### src/rtl/ym2149_pkg.sv
// ============================================================================
// Module  : ym2149_pkg
// Brief   : Shared constants for the YM2149 bus master: FSM states, BDIR/BC1
//           encodings, chip-select codes and default phase timings.
// Revision: 1.0 - initial release
// ============================================================================
`default_nettype none

package ym2149_pkg;

    typedef logic [2:0] ym_state_t;

    localparam ym_state_t c_ST_IDLE  = 3'd0;
    localparam ym_state_t c_ST_ADDR  = 3'd1;
    localparam ym_state_t c_ST_GAP   = 3'd2;
    localparam ym_state_t c_ST_WDATA = 3'd3;
    localparam ym_state_t c_ST_RDATA = 3'd4;
    localparam ym_state_t c_ST_DONE  = 3'd5;

    // Bus encodings packed as {bdir, bc1}
    typedef logic [1:0] ym_bus_t;

    localparam ym_bus_t c_BUS_INACTIVE = 2'b00;
    localparam ym_bus_t c_BUS_LATCH    = 2'b11;
    localparam ym_bus_t c_BUS_WRITE    = 2'b10;
    localparam ym_bus_t c_BUS_READ     = 2'b01;

    localparam logic [1:0] c_A8_CHIP0 = 2'b10;
    localparam logic [1:0] c_A8_CHIP1 = 2'b01;

    localparam int c_T_ADDR_DEF = 2;
    localparam int c_T_WR_DEF   = 2;
    localparam int c_T_RD_DEF   = 3;

    function automatic logic [1:0] a8_sel(input logic chip);
        return chip ? c_A8_CHIP1 : c_A8_CHIP0;
    endfunction

endpackage

`default_nettype wire

### src/rtl/ym_phase_timer.sv
// ============================================================================
// Module  : ym_phase_timer
// Brief   : 4-bit loadable down-counter; o_done flags the final cycle of a phase.
// Revision: 1.0 - initial release
// ============================================================================
`default_nettype none

module ym_phase_timer (
    input  logic       clk350,
    input  logic       reset,
    input  logic       i_load,
    input  logic [3:0] i_load_val,
    output logic       o_done
);

    logic [3:0] r_count;

    always_ff @(posedge clk350 or negedge reset) begin
        if (!reset) begin
            r_count <= 4'd0;
        end else if (i_load) begin
            r_count <= i_load_val;
        end else if (r_count != 4'd0) begin
            r_count <= r_count - 4'd1;
        end
    end

    // Count 1 is the last cycle of the loaded phase, so the FSM advances on it.
    assign o_done = (r_count == 4'd1);

endmodule

`default_nettype wire

### src/rtl/ym2149_bus_master.sv
// ============================================================================
// Module  : ym2149_bus_master
// Brief   : Sequences YM2149 register read/write cycles (latch, gap, data, done)
//           on the BDIR/BC1/DA bus for one of two chips.
// Revision: 1.0 - initial release
// ============================================================================
`default_nettype none

module ym2149_bus_master
    import ym2149_pkg::*;
#(
    parameter int T_ADDR = c_T_ADDR_DEF,
    parameter int T_WR   = c_T_WR_DEF,
    parameter int T_RD   = c_T_RD_DEF
) (
    input  logic       clk350,
    input  logic       reset,
    input  logic       req,
    input  logic       chip,
    input  logic       rd,
    input  logic [3:0] addr,
    input  logic [7:0] wdata,
    output logic       busy,
    output logic       ack,
    output logic [7:0] rdata,
    output logic       bdir,
    output logic       bc1,
    output logic [1:0] a8,
    output logic [7:0] da_out,
    output logic       da_oe,
    input  logic [7:0] da_in
);

    localparam logic [3:0] c_LD_ADDR = 4'(T_ADDR);
    localparam logic [3:0] c_LD_WR   = 4'(T_WR);
    localparam logic [3:0] c_LD_RD   = 4'(T_RD);

    ym_state_t   r_state;
    ym_state_t   w_next;
    logic        r_rd;
    logic [3:0]  r_addr;
    logic [7:0]  r_wdata;
    logic [7:0]  r_rdata;
    logic [1:0]  r_a8;
    logic        w_load;
    logic [3:0]  w_load_val;
    logic        w_done;
    ym_bus_t     w_bus;

    ym_phase_timer u_timer (
        .clk350     (clk350),
        .reset      (reset),
        .i_load     (w_load),
        .i_load_val (w_load_val),
        .o_done     (w_done)
    );

    always_comb begin
        w_next     = r_state;
        w_load     = 1'b0;
        w_load_val = c_LD_ADDR;
        case (r_state)
            c_ST_IDLE: begin
                if (req) begin
                    w_next = c_ST_ADDR;
                    w_load = 1'b1;
                end
            end
            c_ST_ADDR:  if (w_done) w_next = c_ST_GAP;
            c_ST_GAP: begin
                w_next     = r_rd ? c_ST_RDATA : c_ST_WDATA;
                w_load     = 1'b1;
                w_load_val = r_rd ? c_LD_RD : c_LD_WR;
            end
            c_ST_WDATA: if (w_done) w_next = c_ST_DONE;
            c_ST_RDATA: if (w_done) w_next = c_ST_DONE;
            c_ST_DONE:  w_next = c_ST_IDLE;
            default:    w_next = c_ST_IDLE;
        endcase
    end

    always_ff @(posedge clk350 or negedge reset) begin
        if (!reset) begin
            r_state <= c_ST_IDLE;
            r_rd    <= 1'b0;
            r_addr  <= 4'd0;
            r_wdata <= 8'd0;
            r_rdata <= 8'd0;
            r_a8    <= c_A8_CHIP0;
        end else begin
            r_state <= w_next;
            if (r_state == c_ST_IDLE && req) begin
                r_rd    <= rd;
                r_addr  <= addr;
                r_wdata <= wdata;
                r_a8    <= a8_sel(chip);
            end
            if (r_state == c_ST_RDATA && w_done) begin
                r_rdata <= da_in;
            end
        end
    end

    // Bus pins decode from state only, so an asynchronous reset idles them at once.
    always_comb begin
        w_bus  = c_BUS_INACTIVE;
        da_out = 8'd0;
        da_oe  = 1'b0;
        case (r_state)
            c_ST_ADDR: begin
                w_bus  = c_BUS_LATCH;
                da_out = {4'h0, r_addr};
                da_oe  = 1'b1;
            end
            c_ST_WDATA: begin
                w_bus  = c_BUS_WRITE;
                da_out = r_wdata;
                da_oe  = 1'b1;
            end
            c_ST_RDATA: w_bus = c_BUS_READ;
            default:    w_bus = c_BUS_INACTIVE;
        endcase
    end

    assign bdir  = w_bus[1];
    assign bc1   = w_bus[0];
    assign busy  = (r_state != c_ST_IDLE);
    assign ack   = (r_state == c_ST_DONE);
    assign rdata = r_rdata;
    assign a8    = r_a8;

endmodule

`default_nettype wire
### config.mk
export PLATFORM = sky130hd
export DESIGN_NAME = ym2149_bus_master
export DESIGN_NICKNAME = d
export VERILOG_FILES = /design/src/rtl/ym2149_pkg.sv /design/src/rtl/ym_phase_timer.sv /design/src/rtl/ym2149_bus_master.sv
export SDC_FILE = /design/constraint.sdc
export NUM_CORES = 1
export LEC_CHECK = 0
export ABC_AREA = 1
export CAP_MARGIN = 20
export CORE_MARGIN = 2
export CORE_UTILIZATION = 49
export CTS_BUF_LIST = sky130_fd_sc_hd__clkbuf_4 sky130_fd_sc_hd__clkbuf_8 sky130_fd_sc_hd__clkbuf_16
export CTS_CLUSTER_DIAMETER = 200
export CTS_CLUSTER_SIZE = 24
export DETAILED_ROUTE_END_ITERATION = 10
export HOLD_SLACK_MARGIN = 0.02
export PLACE_DENSITY = 0.94
export RECOVER_POWER = 50
export SLEW_MARGIN = 20
export SYNTH_ARGS = -nofsm -noshare
export SYNTH_HDL_FRONTEND = slang
export SYNTH_SLANG_ARGS = --single-unit
### constraint.sdc
create_clock -name clk350 -period 2.2 [get_ports clk350]
set_input_delay 0.22 -clock clk350 [delete_from_list [all_inputs] [get_ports clk350]]
set_output_delay 0.22 -clock clk350 [all_outputs]
set_load 0.02 [all_outputs]
# After elaboration in Yosys (flattened, before gate mapping)
# Index checks and enable logic that the tools add are counted.
[word_totals] reg_bits=30 output_inout_bits=23 word_cells=41
[classes] add_sub_neg=1 n_eq_ne=9 n_mux=15 n_reduce_logical=9
[ops] operator="$pmux W8 S2" count=1
[ops] operator="$mux W3" count=4
[ops] operator="$pmux W3 S4" count=1
[ops] operator="$mux W4" count=2
[ops] operator="$eq A3 B2 Y1 const B" count=2
[ops] operator="$eq A3 B3 Y1 const B" count=2
[ops] operator="$pmux W2 S3" count=1
[ops] operator="$eq A4 B1 Y1 const B" count=1
[ops] operator="$mux W1" count=4
[ops] operator="$ne A2 B2 Y1 const B" count=2
[ops] operator="$reduce_bool A4 Y1" count=1
[ops] operator="$reduce_or A2 Y1" count=2
[ops] operator="$sub A4 B1 Y4 const B" count=1
[ops] operator="$eq A3 B1 Y1 const B" count=1
[ops] operator="$logic_not A3 Y1" count=1
[ops] operator="$reduce_and A3 Y1" count=1
[ops] operator="$reduce_bool A3 Y1" count=1
[ops] operator="$logic_and A1 B1 Y1" count=2
[ops] operator="$mux W2" count=1
[ops] operator="$ne A2 B1 Y1 const B" count=1
[ops] operator="$pmux W1 S2" count=1
[ops] operator="$reduce_bool A2 Y1" count=1

# Depth between registers and ports, before layout
[depth] depth_word=4 ltp_mapped=8

# Modules after synthesis
# Synthesis repeated with hierarchy kept, for this count alone.
[unflattened] hier_cells=199 hier_area_um2=1554.0
[modules_own_cells] module="ym2149_bus_master" n_inst=1 cells_per_inst=162 area_per_inst_um2=1262.5 seq_area_each_um2=651.9
[modules_own_cells] module="ym_phase_timer" n_inst=1 cells_per_inst=37 area_per_inst_um2=291.5 seq_area_each_um2=100.1

# Worst setup path after synthesis
# Ideal clock, no wire load.
[synth_timing] path_kind="reg-to-output" from="register r_state[0]" to="output port bc1" t_arrival_ps=1294 path_slack_ps=686 path_stages_with_launch=6 path_buffers=1 cell_sequence="dfrtp_1 -> buf_6 -> inv_1 -> nor2_1 -> nand2_1 -> nand2_1"
[synth_via] elab_chain_len=2 word_cells_on_any_way=4 classes_between="eq/ne (3); mux (1)"
[synth_rtl] item="start: declaration" line="ym2149_bus_master.sv:38" source="ym_state_t r_state;"
[synth_rtl] item="start signal: assignment" line="ym2149_bus_master.sv:84" source="r_state <= c_ST_IDLE;"
[synth_rtl] item="start signal: assignment" line="ym2149_bus_master.sv:91" source="r_state <= w_next;"
[synth_rtl] item="$eq A3 B3 Y1 (tied with other cells)" line="ym2149_bus_master.sv:109" source="case (r_state)"
[synth_rtl] item="$pmux W2 S3 (*)" line="ym2149_bus_master.sv:109"
[synth_rtl] item="end: declaration" line="ym2149_bus_master.sv:27" source="output logic bc1,"
# Every way passes the cells marked *; elsewhere a longest branch is shown, timed or not.

# Worst setup path after layout
[layout_timing] from="register r_state[2]" to="output port da_out[7]"
[layout_via] elab_chain_len=2 word_cells_on_any_way=3 classes_between="eq/ne (2); mux (1)"
[layout_rtl] item="$eq A3 B2 Y1 or $eq A3 B1 Y1 (tied branches)" line="ym2149_bus_master.sv:109"
[layout_rtl] item="$pmux W8 S2 (*)" line="ym2149_bus_master.sv:109"
[layout_rtl] item="end: declaration" line="ym2149_bus_master.sv:29" source="output logic [7:0] da_out,"
# Marked as above.

==> summary.txt <==
Timing
  • Final Skew: 13.4 ps
  • Hold Fails Final Rpt: 0
  • Fin crit period: 2130 ps
  • Worst-Margin Slew: 1560 ps
  • F_max: 0.471 GHz
  • Relative slew margins: -3.85%
  • Final setup viols: 0
  • Crit share post-route: 96.6%
  • Slew Limit Fails: 31

CTS
  • Clock Latency Late Sink: 320 ps
  • H-tree depth: 2
  • Max Buffers Root-to-Sink: 2
  • CTS tree: done
  • Cts hold-fix bufs: 0
  • CTS root buf: clkbuf_4
  • Clock buffer count from CTS: 5
  • Clk sinks: 30
  • Clk slew on worst S/H paths: 90 ps

Floorplanning
  • Chip Height: 59.7 um
  • Die ar.: 0.00357 mm2
  • Number of I/O pins: 48
  • CORE AREA: 0.00300 mm2
  • Die width: 59.7 um
  • # rows: 20
  • Initial core utilization: 50.7%

Setup path
  • Worst reg2reg path endpoint: rdata[4]$_DFFE_PN0P_
  • Type of the worst setup path: flop to output pin
  • Maximum fanout along the worst path: 6
  • Worst Path Required: 1980 ps
  • Reg-to-reg startpoint: r_state[0]$_DFFE_PN0P_
  • Worst R2R Setup Slack: 310 ps
  • Arr. time, crit path: 1910 ps
  • CP Launch Type: flop
  • Type of element capturing the critical path: output pin
  • R2R depth: 7

Worst hold path
  • Hold Crit Endpoint: r_wdata[1]$_DFFE_PN0P_
  • HP Start: wdata[1]
  • Worst hold path class: input pin to flop
  • Hold depth: 3

Yosys
  • Post-Synth Adder-Cell Area: 1.64%
  • Top cell type's share of synthesized area: 47.7%
  • Synth Area in Compound Gates: 8.38%
  • Post-synth net total: 214
  • Multiplexer share of the synthesized area: 0%
  • Largest family of logic cells by synthesized area: simple AND/OR/NAND/NOR gates
  • #FFs+latches synth: 30
  • Seq/Total Area, Yosys: 49.4%
  • Synth Area in XOR/XNOR: 0.575%
  • Mapped cell area: 0.00152 mm2
  • Yosys cell types: 20
  • Top post-synthesis cells by area: dfrtp_1 (48%), nand2_1 (17%), inv_1 (5.9%), nand3_1 (5.3%), o21ai_2 (4.6%)
  • Synth Warn #: 0
  • Syn_area_per_cell: 8.14 um2
  • Area leader, netlist: dfrtp_1
  • Syn Inst Count: 187
  • Synth Area in Simple Gates: 29.7%

Layout
  • Fill cell count: 239
  • Most frequent cells in the layout: nand2_1 (70), clkdlybuf4s50_1 (44), dfrtp_1 (26)
  • Final Util: 69.0%
  • Area of the multi-input gates: 618 um2
  • FF+latch area: 756 um2
  • Syn-to-layout area delta: 36.2%
  • ANT cells: 0
  • Nets: 267
  • Fraction of layout cells with a size suffix above 1: 12.9%
  • Commonest non-fill, non-tap cell in the layout: nand2_1
  • Finished Layout Cells: 274

Status
  • Status: finished with violations
  • Failing checks: max-capacitance violations, max-slew violations

Power
  • Pwr Total: 2.80 mW
  • Worst vdd rail ir drop: 773 uV
  • Power density over the cells: 1350 mW/mm2
  • Leak pwr: 1.08 nW

Route
  • Vias: 1381
  • Post-Route WL: 3380 um
  • Vias/cell: 5.04
  • Initial DRC count: 57
  • DRT antenna net count: 0
  • WL/cell: 12.3 um
  • DRC Markers: 0
  • Drt first pass iters: 4

Global route
  • Remaining Overflow, GRT: 0
  • Vias in the first global route: 1284
  • First-pass GRT wire length: 5500 um
  • Largest net degree at the start of global routing: 31
  • Initial antenna violation count: 0
  • Total track usage: 21.0%

Placed design
  • Gpl congestion: 0.844
  • Placed insts: 262
  • Port bufs: 47
  • Detail Placement HPWL: 2430 um

Flow run
  • Maximum Capacitance Violations: 1
worst max-delay path, stage by stage (launching register included):
cell and delay [ps]:
dfrtp_2 500, inv_1 170, nand3_2 170, nor2_1 130, clkdlybuf4s50_1 610
power breakdown:
group          internal (mW)  total, mW  switching (mW)
logic                  0.627       1.47           0.846
registers              0.813      0.991           0.178
clock network          0.164      0.337           0.173
total                   1.60       2.80            1.20
layout make-up:
class | count | share of cell area, %
inverter | 26 | 4.71
clock buffer | 8 | 2.90
timing repair buffer | 52 | 24.1
tap | 33 | 1.99
sequential | 30 | 36.5
multi-input combinational | 125 | 29.8
routing by layer:
metal	GRT usage [%]	wire [um]
met1	24.9	1400
met2	35.2	1710
met3	6.49	200
met4	8.89	63
met5	0	0
per-stage QoR:
| stage | hold slack, ps | instance area (um2) | setup TNS [ps] | setup WS, ps |
|---|---|---|---|---|
| final | 435 | 2070 | 0 | 75.0 |
| after CTS | 278 | 2050 | 0 | 1.42 |
| after floorplan | -75.6 | 1520 | 0 | 686 |
| after global routing | 440 | 2070 | -3.21 | -3.21 |
| after detailed placement | 469 | 1980 | 0 | 174 |
| after global placement | 458 | 1980 | 0 | 229 |
cell usage after synthesis, drive strengths merged:
library cell and n:
buf 6, dfrtp 29, dfstp 1, ha 2, inv 26, nand2 71, nand3 17, nand4 1
nor2 13, nor3 1, o21a 1, o21ai 18, xor2 1
worst max path at each step:
stage	start	endpoint	slack, ps	cells past startpoint
finish	r_state[2]$_DFFE_PN0P_	da_out[7]	70	4
global placement	r_state[0]$_DFFE_PN0P_	bc1	230	5
detailed placement	r_state[0]$_DFFE_PN0P_	bc1	170	5
CTS	r_state[2]$_DFFE_PN0P_	da_out[7]	1	4
floorplan	r_state[0]$_DFFE_PN0P_	bc1	690	5
global route	r_state[2]$_DFFE_PN0P_	da_out[7]	-3	4
flip-flops by register name (all words and copies together) (netlist names):
name and flops:
r_wdata 8, rdata 8, r_addr 4, u_timer.r_count 4, r_state 3, a8 2
r_rd 1
timing repair:
item                                    4_1_cts  5_1_grt
cloned                                        0        0
pin swaps                                     0        0
endpoints found under the setup margin        9        7
hold endpoints to repair                      0        0
buffers inserted                              0        4
resized for setup                             6        5
kinds of logic after synthesis:
| logic type | after synthesis |
|---|---|
| simple gates | 103 |
| buf+inv | 32 |
| flops | 30 |
| compound gates | 19 |
| fa+ha+maj | 2 |
| xor+xnor | 1 |
No activity file was read; power rests on OpenSTA's default activity.
==> RTL change: new RTL, same settings <==
Make the reset (`reset`) synchronous in 2 clocked blocks. Comments in the files are not updated.
--- a/src/rtl/ym_phase_timer.sv
+++ b/src/rtl/ym_phase_timer.sv
@@ -15,7 +15,7 @@
 
     logic [3:0] r_count;
 
-    always_ff @(posedge clk350 or negedge reset) begin
+    always_ff @(posedge clk350) begin
         if (!reset) begin
             r_count <= 4'd0;
         end else if (i_load) begin
--- a/src/rtl/ym2149_bus_master.sv
+++ b/src/rtl/ym2149_bus_master.sv
@@ -79,7 +79,7 @@
         endcase
     end
 
-    always_ff @(posedge clk350 or negedge reset) begin
+    always_ff @(posedge clk350) begin
         if (!reset) begin
             r_state <= c_ST_IDLE;
             r_rd    <= 1'b0;
Behaviour: differs if reset is asserted again (counterexample within 4 cycles, from zero or initial values and one cycle with reset low); with reset held inactive, the same outputs for 10 cycles.
==> RTL change against the unedited design <==
- clock skew decreased by 6.0 ps
- setup slack gained 60 ps
- area after synthesis fell by 14%
- total power decreased by 26%
- largest cell class unchanged
- sequential cell count stayed put
- via count down 7.1%
- clock power rose by 4%
- global-route usage is 0.46 points higher
- combinational power decreased by 36%
- critical path type unchanged
- routed wire length decreased by 10%
- synthesized cell count decreased by 5.9%
- design area is 11% lower
==> RTL change: results (changes against the unedited design) <==
[routing]
drt_wl_total_mm = 3.04  ; -10%
first_iter_violations = 39  ; -32%
viasPerCell = 5.01  ; -0.56%

[global_route]
grt_max_degree = 29  ; -6.5%
gr-usage-met3_pct = 9.13  ; +2.6 points
met1_usage_pct = 24.7  ; -0.15 points
gr-usage-met2_pct = 33.7  ; -1.6 points
grt_pass1_wl_mm = 5.10  ; -7.3%
grt_usage_pct = 21.5  ; +0.46 points

[layout]
stdcell_count = 256  ; -6.6%
drive_above_1_share_pct = 5.75  ; -7.1 points

[place]
dp_slack_ps = 239  ; +64.6 ps
place_inst = 248  ; -5.3%
post_dp_cell_area_mm2 = 0.00178  ; -10%

[logic_synthesis]
synth_cells = 176  ; -5.9%
synth.distinct_cells = 22  ; +10%
ys_seq_area_share_pct = 46.1  ; -3.3 points
ys_dominant_reg_cell = dfxtp_1
synth_xor_area_share_pct = 1.34  ; +0.77 points
synth-adder-area-share_pct = 2.88  ; +1.2 points
yosys-top-cells-area = dfxtp_1 46%, nor2_1 8.4%, o21ai_0 7.3%
synth_commonest_cells = 30 x dfxtp_1, 29 x nor2_1, 21 x inv_1

[timing]
worst_pin_slew_ps = 737  ; -821 ps
fin_worst_skew_ps = 7.43  ; -6.02 ps

[power_and_ir_drop]
ir_worst_vdd_v = 0.000749  ; -3.1%
swShare_pct = 40.1  ; -2.6 points
p_leak_nw = 0.867  ; -20%

[setup_path]
crit_arrival_ps = 1850  ; -60 ps
cp_max_fo = 10  ; +4

[run_status]
status = complete, no violations

[worst_hold_path]
min_path_type = flop to flop

==> RTL change: kinds of logic after synthesis <==
| kind of cell | Yosys count |
|---|---|
| AO/OA/AOI/OAI | 46 |
| flip-flops | 30 |
| adder cells (fa/ha/maj) | 3 |
| AND/OR/NAND/NOR | 65 |
| XOR/XNOR | 2 |
| buffers and inverters | 30 |
==> RTL change: power groups by stage <==
stage / combinational, mW / clock (mW) / sequential [mW]
floorplan: 0.679 / 0 / 0.801
global placement: 0.957 / 0 / 0.796
detailed placement: 0.977 / 0 / 0.802
CTS: 0.985 / 0.366 / 0.793
global route: 1.06 / 0.389 / 0.807
finish: 0.939 / 0.351 / 0.790
==> RTL change: cell type report <==
type	count	area, µm²
inverter	24	90.1
multi-input combinational	116	554
sequential	30	601
fill	208	664
clock inverter	1	5.00
tap	30	37.5
timing repair buffer	48	489
clock buffer	7	58.8
==> RTL change: final timing paths <==
kind	start	end	slack (ps)	depth (start not counted)
setup / recovery	r_state[0]	da_out[7]	130	5
hold / removal	r_wdata[7]	r_wdata[7]	450	2
setup reg to reg	r_state[2]	r_rd	420	6
hold reg to reg	r_wdata[7]	r_wdata[7]	450	2
==> RTL change: what timing repair did <==
item | in CTS | in global routing
setup endpoints to repair | 6 | 5
buffers inserted | 0 | 0
pin swaps | 0 | 0
hold buffers | 0 | 0
resized for setup | 2 | 5
==> RTL change: per-layer routing <==
| layer | part of all wire [%] | vias up |
|---|---|---|
| li1 | - | 664 |
| met1 | 43 | 570 |
| met2 | 46 | 40 |
| met3 | 8.8 | 9 |
| met4 | 2.4 | 0 |
| met5 | 0 | - |
==> RTL change: critical path, cell delays in order, from the launching register on <==
cell and delay, ps:
dfxtp_1 370, inv_2 80, nor2_2 160, nand2_2 180
nor2_1 130, clkdlybuf4s50_1 600
